===== src/rtl/mem_stage_lsu_if.sv =====
// -----------------------------------------------------------------------------
// mem_stage_lsu_if
// Word-wide data-memory request/acknowledge bus between the MEM-stage LSU
// (master) and the data memory (slave).
//   dmem_req   : request, held high until dmem_ack
//   dmem_we    : 1 = write, 0 = read
//   dmem_addr  : word-aligned byte address
//   dmem_wdata : lane-replicated store data
//   dmem_be    : byte enables, bit n covers dmem_wdata[8n+7:8n]
//   dmem_ack   : one-cycle completion pulse from memory
//   dmem_rdata : read word, valid together with dmem_ack
// -----------------------------------------------------------------------------
interface mem_stage_lsu_if;
    logic        dmem_req;
    logic        dmem_we;
    logic [31:0] dmem_addr;
    logic [31:0] dmem_wdata;
    logic [3:0]  dmem_be;
    logic        dmem_ack;
    logic [31:0] dmem_rdata;

    modport master (
        output dmem_req, dmem_we, dmem_addr, dmem_wdata, dmem_be,
        input  dmem_ack, dmem_rdata
    );

    modport slave (
        input  dmem_req, dmem_we, dmem_addr, dmem_wdata, dmem_be,
        output dmem_ack, dmem_rdata
    );
endinterface


===== src/rtl/mem_stage_lsu.sv =====
// -----------------------------------------------------------------------------
// mem_stage_lsu
// MEM-stage load/store unit. Takes the MEM control bits and effective address
// from EX/MEM, runs one byte/half/word access on the data-memory bus, stalls
// the pipeline while the access is outstanding and hands the extended load
// result to MEM/WB.
//
// Ports
//   clock, reset_n           : clock (rising edge), async active-low reset
//   MEM_MEM_RDEN/WREN        : load / store request (store wins if both set)
//   MEM_ALUResult            : effective byte address
//   MEM_StoreData            : low-aligned store data
//   MEM_Size, MEM_Unsigned   : access size (00 B, 01 H, 1x W), zero-extend
//   dmem                     : data-memory bus (master side)
//   mem_stall                : freezes upstream stages, bubbles MEM/WB
//   load_data, load_valid    : extended load result and its update pulse
//   misaligned, bus_error    : one-cycle pulses for dropped/aborted accesses
//
// Optional feature: define LSU_TIMEOUT_EN to abort an access that has not
// been acknowledged after TIMEOUT WAIT cycles (bus_error pulse). Without it
// the LSU waits for dmem_ack indefinitely and bus_error is tied low.
// -----------------------------------------------------------------------------
module mem_stage_lsu #(
    parameter int TIMEOUT = 16
) (
    input  logic                   clock,
    input  logic                   reset_n,
    input  logic                   MEM_MEM_RDEN,
    input  logic                   MEM_MEM_WREN,
    input  logic [31:0]            MEM_ALUResult,
    input  logic [31:0]            MEM_StoreData,
    input  logic [1:0]             MEM_Size,
    input  logic                   MEM_Unsigned,
    mem_stage_lsu_if.master        dmem,
    output logic                   mem_stall,
    output logic [31:0]            load_data,
    output logic                   load_valid,
    output logic                   misaligned,
    output logic                   bus_error
);

    localparam logic [1:0] ST_IDLE = 2'd0;
    localparam logic [1:0] ST_WAIT = 2'd1;
    localparam logic [1:0] ST_DONE = 2'd2;

    logic [1:0]  state_q, state_d;
    logic        req_q, req_d;
    logic        we_q, we_d;
    logic [31:0] addr_q, addr_d;
    logic [31:0] wdata_q, wdata_d;
    logic [3:0]  be_q, be_d;
    logic [31:0] load_data_q, load_data_d;
    logic        load_valid_q, load_valid_d;
    logic        misaligned_q, misaligned_d;
    logic        bus_error_q, bus_error_d;

    logic        access;
    logic        aligned;
    logic [3:0]  be_c;
    logic [31:0] wdata_c;
    logic [7:0]  byte_c;
    logic [15:0] half_c;
    logic [31:0] ext_c;
    logic        timeout_hit;

    assign access = MEM_MEM_RDEN | MEM_MEM_WREN;

    // Lane steering for the request and lane extraction for the response.
    // EX/MEM is frozen by mem_stall, so the size/address inputs are still
    // those of the outstanding access when dmem_ack arrives.
    // NOTE: every signal assigned in an always_comb gets a default first, so
    // no path leaves it unassigned and no latch is inferred.
    always_comb begin
        aligned = 1'b1;
        be_c    = 4'b1111;
        wdata_c = MEM_StoreData;
        case (MEM_ALUResult[1:0])
            2'd0:    byte_c = dmem.dmem_rdata[7:0];
            2'd1:    byte_c = dmem.dmem_rdata[15:8];
            2'd2:    byte_c = dmem.dmem_rdata[23:16];
            default: byte_c = dmem.dmem_rdata[31:24];
        endcase
        half_c = MEM_ALUResult[1] ? dmem.dmem_rdata[31:16] : dmem.dmem_rdata[15:0];
        ext_c  = dmem.dmem_rdata;
        case (MEM_Size)
            2'b00: begin
                be_c    = 4'b0001 << MEM_ALUResult[1:0];
                wdata_c = {4{MEM_StoreData[7:0]}};
                ext_c   = MEM_Unsigned ? {24'd0, byte_c} : {{24{byte_c[7]}}, byte_c};
            end
            2'b01: begin
                aligned = ~MEM_ALUResult[0];
                be_c    = MEM_ALUResult[1] ? 4'b1100 : 4'b0011;
                wdata_c = {2{MEM_StoreData[15:0]}};
                ext_c   = MEM_Unsigned ? {16'd0, half_c} : {{16{half_c[15]}}, half_c};
            end
            default: begin
                aligned = (MEM_ALUResult[1:0] == 2'b00);
            end
        endcase
    end

`ifdef LSU_TIMEOUT_EN
    localparam int CW = $clog2(TIMEOUT + 1);
    logic [CW-1:0] cnt_q, cnt_d;

    // Count only unacknowledged WAIT cycles; an ack on the terminal cycle wins.
    assign timeout_hit = (state_q == ST_WAIT) && !dmem.dmem_ack &&
                         (cnt_q == CW'(TIMEOUT - 1));

    always_comb begin
        cnt_d = cnt_q;
        if (state_q != ST_WAIT)
            cnt_d = '0;
        else if (!dmem.dmem_ack)
            cnt_d = cnt_q + 1'b1;
    end

    always_ff @(posedge clock or negedge reset_n) begin
        if (!reset_n) cnt_q <= '0;
        else          cnt_q <= cnt_d;
    end
`else
    logic unused_timeout;
    assign unused_timeout = |TIMEOUT;
    assign timeout_hit    = 1'b0;
`endif

    always_comb begin
        state_d      = state_q;
        req_d        = req_q;
        we_d         = we_q;
        addr_d       = addr_q;
        wdata_d      = wdata_q;
        be_d         = be_q;
        load_data_d  = load_data_q;
        load_valid_d = 1'b0;
        misaligned_d = 1'b0;
        bus_error_d  = 1'b0;
        mem_stall    = 1'b0;
        case (state_q)
            ST_IDLE: begin
                if (access) begin
                    if (aligned) begin
                        mem_stall = 1'b1;
                        req_d     = 1'b1;
                        we_d      = MEM_MEM_WREN;
                        addr_d    = {MEM_ALUResult[31:2], 2'b00};
                        wdata_d   = wdata_c;
                        be_d      = be_c;
                        state_d   = ST_WAIT;
                    end else begin
                        misaligned_d = 1'b1;
                    end
                end
            end
            ST_WAIT: begin
                mem_stall = 1'b1;
                if (dmem.dmem_ack) begin
                    req_d   = 1'b0;
                    state_d = ST_DONE;
                    if (!we_q) begin
                        load_data_d  = ext_c;
                        load_valid_d = 1'b1;
                    end
                end else if (timeout_hit) begin
                    req_d       = 1'b0;
                    load_data_d = 32'd0;
                    bus_error_d = 1'b1;
                    state_d     = ST_DONE;
                end
            end
            // Inputs still belong to the finished instruction: release the
            // stall and ignore them for this one cycle.
            ST_DONE: state_d = ST_IDLE;
            default: state_d = ST_IDLE;
        endcase
    end

    // NOTE: sequential state uses non-blocking assignments so every register
    // samples its _d value from before the edge, independent of statement order.
    always_ff @(posedge clock or negedge reset_n) begin
        if (!reset_n) begin
            state_q      <= ST_IDLE;
            req_q        <= 1'b0;
            we_q         <= 1'b0;
            addr_q       <= 32'd0;
            wdata_q      <= 32'd0;
            be_q         <= 4'd0;
            load_data_q  <= 32'd0;
            load_valid_q <= 1'b0;
            misaligned_q <= 1'b0;
            bus_error_q  <= 1'b0;
        end else begin
            state_q      <= state_d;
            req_q        <= req_d;
            we_q         <= we_d;
            addr_q       <= addr_d;
            wdata_q      <= wdata_d;
            be_q         <= be_d;
            load_data_q  <= load_data_d;
            load_valid_q <= load_valid_d;
            misaligned_q <= misaligned_d;
            bus_error_q  <= bus_error_d;
        end
    end

    assign dmem.dmem_req   = req_q;
    assign dmem.dmem_we    = we_q;
    assign dmem.dmem_addr  = addr_q;
    assign dmem.dmem_wdata = wdata_q;
    assign dmem.dmem_be    = be_q;
    assign load_data       = load_data_q;
    assign load_valid      = load_valid_q;
    assign misaligned      = misaligned_q;
    assign bus_error       = bus_error_q;

endmodule


===== src/flat_wrapper.sv =====
// flat-port wrapper written by rule: the top's interface ports become plain ports
module mem_stage_lsu_flat 
#(
    parameter int TIMEOUT = 16
)
  (clock, reset_n, MEM_MEM_RDEN, MEM_MEM_WREN, MEM_ALUResult, MEM_StoreData, MEM_Size, MEM_Unsigned, mem_stall, load_data, load_valid, misaligned, bus_error, dmem_dmem_req, dmem_dmem_we, dmem_dmem_addr, dmem_dmem_wdata, dmem_dmem_be, dmem_dmem_ack, dmem_dmem_rdata);
  mem_stage_lsu_if dmem_i ();
  input  logic clock;
  input  logic reset_n;
  input  logic MEM_MEM_RDEN;
  input  logic MEM_MEM_WREN;
  input  logic [31:0] MEM_ALUResult;
  input  logic [31:0] MEM_StoreData;
  input  logic [1:0] MEM_Size;
  input  logic MEM_Unsigned;
  output logic mem_stall;
  output logic [31:0] load_data;
  output logic load_valid;
  output logic misaligned;
  output logic bus_error;
  output wire logic [$bits(dmem_i.dmem_req)-1:0] dmem_dmem_req;
  output wire logic [$bits(dmem_i.dmem_we)-1:0] dmem_dmem_we;
  output wire logic [$bits(dmem_i.dmem_addr)-1:0] dmem_dmem_addr;
  output wire logic [$bits(dmem_i.dmem_wdata)-1:0] dmem_dmem_wdata;
  output wire logic [$bits(dmem_i.dmem_be)-1:0] dmem_dmem_be;
  input wire logic [$bits(dmem_i.dmem_ack)-1:0] dmem_dmem_ack;
  input wire logic [$bits(dmem_i.dmem_rdata)-1:0] dmem_dmem_rdata;
  assign dmem_dmem_req = dmem_i.dmem_req;
  assign dmem_dmem_we = dmem_i.dmem_we;
  assign dmem_dmem_addr = dmem_i.dmem_addr;
  assign dmem_dmem_wdata = dmem_i.dmem_wdata;
  assign dmem_dmem_be = dmem_i.dmem_be;
  assign dmem_i.dmem_ack = dmem_dmem_ack;
  assign dmem_i.dmem_rdata = dmem_dmem_rdata;
  mem_stage_lsu #(.TIMEOUT(TIMEOUT)) u_core (.clock(clock), .reset_n(reset_n), .MEM_MEM_RDEN(MEM_MEM_RDEN), .MEM_MEM_WREN(MEM_MEM_WREN), .MEM_ALUResult(MEM_ALUResult), .MEM_StoreData(MEM_StoreData), .MEM_Size(MEM_Size), .MEM_Unsigned(MEM_Unsigned), .dmem(dmem_i), .mem_stall(mem_stall), .load_data(load_data), .load_valid(load_valid), .misaligned(misaligned), .bus_error(bus_error));
endmodule

===== config.mk =====
export PLATFORM = sky130hd
export DESIGN_NAME = mem_stage_lsu_flat
export DESIGN_NICKNAME = d
export VERILOG_FILES = /design/src/rtl/mem_stage_lsu_if.sv /design/src/rtl/mem_stage_lsu.sv /design/src/flat_wrapper.sv
export SDC_FILE = /design/constraint.sdc
export NUM_CORES = 1
export LEC_CHECK = 0
export ABC_AREA = 1
export CAP_MARGIN = 20
export CORE_MARGIN = 2
export CORE_UTILIZATION = 41
export CTS_BUF_LIST = sky130_fd_sc_hd__clkbuf_8
export DETAILED_ROUTE_END_ITERATION = 12
export HOLD_SLACK_MARGIN = 0.06
export MAX_ROUTING_LAYER = met4
export PLACE_DENSITY = 0.83
export SLEW_MARGIN = 20
export SYNTH_ARGS = -nofsm -noshare
export SYNTH_HDL_FRONTEND = slang
export SYNTH_SLANG_ARGS = --single-unit

===== constraint.sdc =====
create_clock -name clock -period 1.37 [get_ports clock]
set_input_delay 0.274 -clock clock [delete_from_list [all_inputs] [get_ports clock]]
set_output_delay 0.274 -clock clock [all_outputs]
set_load 0.03 [all_outputs]

==> flow_summary.toml <==
[synth]
ys_warn_count = 0
synth.distinct_cells = 26
synthCells = 674
synth.cell_area_mm2 = 0.005189
syn_avg_cell_area_um2 = 7.698
synth-seq-cells = 104
ys_top_cells_by_area = "dfrtp_1 (50%), nand2_1 (23%), nand3_1 (5.9%), o21ai_2 (3.2%), a21oi_1 (2.9%)"
ys_seq_area_share_pct = 50.16
netlist.top_cell.by_area = "dfrtp_1"
synth_top_area_share_pct = 50.16

[final_layout]
final_cell_count_no_fill = 1125
multi_input_area_mm2 = 0.002878
final_util_pct = 75.46
nets = 1051
regArea_mm2 = 0.002604
drive_above_1_share_pct = 44.01
syn2layout_area_growth_pct = 81.29
fillers = 834

[floorplan]
top_level_ports = 210
die_x_um = 116.5
coreArea_mm2 = 0.01247
rows = 41
start_util_pct = 41.62
die_area_mm2 = 0.01357
die_y_um = 116.5

[power_and_ir_drop]
peakVddDrop_mv = 1.163
p_leak_uw = 0.004799
p_per_area_mw_per_mm2 = 1930

[timing]
final-setup-viol-count = 103
finalHoldViolCount = 0
fin_crit_sh_pct = 128.9
rsz0062_at_grt = "true"
maxSlewHeadroom_pct = 61.18
timing.final.ws_setup_ns = -0.3957
fin_crit_ns = 1.766
finClkSkew_ns = 0.01425
maxSlewViolCount = 0
timing.fmax_ghz = 0.5663
tightest_slew_ns = 0.5762

[setup_path]
crit_type = "flop to output port"
timing.critical_path.from = "u_core.state_q[0]"
crit_arrival_ns = 1.49
r2r_start = "u_core.state_q[0]"
cp.required_ns = 1.10
worst_setup_path_start_kind = "flop"
cp_max_fo = 2
critPathCaptureType = "output port"

[routing]
ant_nets = 0
drt_iter0_drc = 321
vias = 5921
drc = 0
vias_per_cell = 5.263
route.detailed.wl_per_inst_um = 19.10
drt_wl_total_um = 21490
detail_route.first_pass.iterations = 5

[cts]
cts_max_path_buffers = 2
cts.reportedPaths.clkPinSlew_ns = 0.12
cts_tree = "done"
cts-root-buf = "clkbuf_8"
cts_sinks = 104
htreeDepth = 3
cts_buffers = 9
clk_latency_ns = 0.41

[global_route]
grt.total_usage_pct = 29.77
grt_overflow_total = 0
grt_max_degree = 36
grt_pass1_wl_um = 29660
antenna_found_initial = 1
grt_pass1_vias = 5962

[placement]
dp_cells = 1066
numPortBuffers = 206
dpl.hpwl_um = 11900
finalWeightedCongestion = 0.8936
dp_slack_ns = -0.4756

[job]
drv_cap = 0

[hold_path]
hold_class = "input port to asynchronous set/reset pin"

[status]
violations = "negative setup slack"
status = "finished, violations left"
-- layout make-up --
class,count,share of cell area (%)
Antenna cell,1,0.02660
Clock buffer,10,1.463
Clock inverter,6,0.5587
Inverter,45,2.288
Multi-Input combinational cell,487,30.59
Sequential cell,104,27.68
Tap cell,172,2.288
Timing Repair Buffer,300,35.10
-- worst max-delay path: stages, from the launching register on --
cell     delay (ns)
dfrtp_1        0.42
or2_4          0.25
nor2_4         0.16
nand2_8        0.08
nand2_8        0.06
buf_12         0.12
-- logic make-up after synthesis --
logic type	synth area share [%]
and+or+nand+nor	33.42
DFF	50.16
buffers and inverters	8.705
AOI/OAI and AO/OA	7.644
other	0.07227
-- per-layer routing --
metal / track usage, % / share of wire, %
met5: - / 0
met2: 49.15 / 51
met3: 6.694 / 8.9
met1: 31.97 / 35
met4: 20.16 / 4.8
-- report_power, final --
group | internal, uW | switching [uW] | total (uW) | leakage, uW
clock network | 738 | 1210 | 1950 | 0.0000974
logic | 4640 | 6040 | 10700 | 0.00343
registers | 4430 | 1090 | 5520 | 0.00128
-- what timing repair did --
action	in CTS	in global routing
endpoints found under the hold margin	75	0
gates cloned	14	6
gates resized for setup	336	316
setup endpoints to repair	165	149
buffers inserted	16	12
pin swaps	17	71
hold buffers	1	0
-- cells in the mapped netlist, drive strengths merged --
cell    instances
nor2           11
conb            1
or2            17
dfrtp         104
inv            44
nand2         326
nor3            1
o21ai          35
nand3          64
a21oi          30
clkinv          1
buf            31
clkbuf          9
-- layout by cell type (no fill, tap or decap), drive strengths merged --
| master | n |
|---|---|
| or2 | 17 |
| buf | 180 |
| clkdlybuf4s50 | 98 |
| clkinv | 7 |
| dlygate4sd2 | 3 |
| clkbuf | 15 |
| clkdlybuf4s15 | 13 |
| inv | 44 |
| dfrtp | 104 |
| nor3 | 1 |
| a21oi | 30 |
| diode | 1 |
| dlygate4sd3 | 1 |
| nand2 | 326 |
| nor2 | 11 |
| conb | 3 |
| nand3 | 64 |
| o21ai | 35 |
-- metrics by stage --
step	TNS (ns)	hold slack, ns	total power [uW]	cell area (um2)
after detailed placement	-44.41	0.1756	14680	7926
after CTS	-21.92	0.2784	17150	8886
after floorplan	-0.06458	-0.02159	10110	5228
final	-26.45	0.2773	18150	9407
after global placement	-42.36	0.1762	14510	7926
after global routing	-32.00	0.3003	19000	9407
-- state kept, by name (all words and copies together), names as in the netlist --
signal / count
u_core.load_valid: 1
u_core.misaligned: 1
u_core.dmem.dmem_wdata: 32
u_core.load_data: 32
u_core.dmem.dmem_addr: 30
u_core.dmem.dmem_be: 4
u_core.dmem.dmem_req: 1
u_core.state_q: 2
u_core.dmem.dmem_we: 1
-- final timing paths --
| kind | end | slack (ns) | cells past startpoint |
|---|---|---|---|
| max in group asynchronous | u_core.dmem.dmem_addr[6] | 0.53 | 3 |
| worst min register to register | u_core.dmem.dmem_wdata[23] | 0.49 | 2 |
| min in group clock | u_core.dmem.dmem_addr[21] | 0.40 | 3 |
| worst max-delay path | mem_stall | -0.40 | 5 |
| worst min-delay path | u_core.dmem.dmem_req | 0.28 | 2 |
| worst max register to register | u_core.dmem.dmem_wdata[17] | -0.37 | 10 |
(Power assumes the default switching activity.)
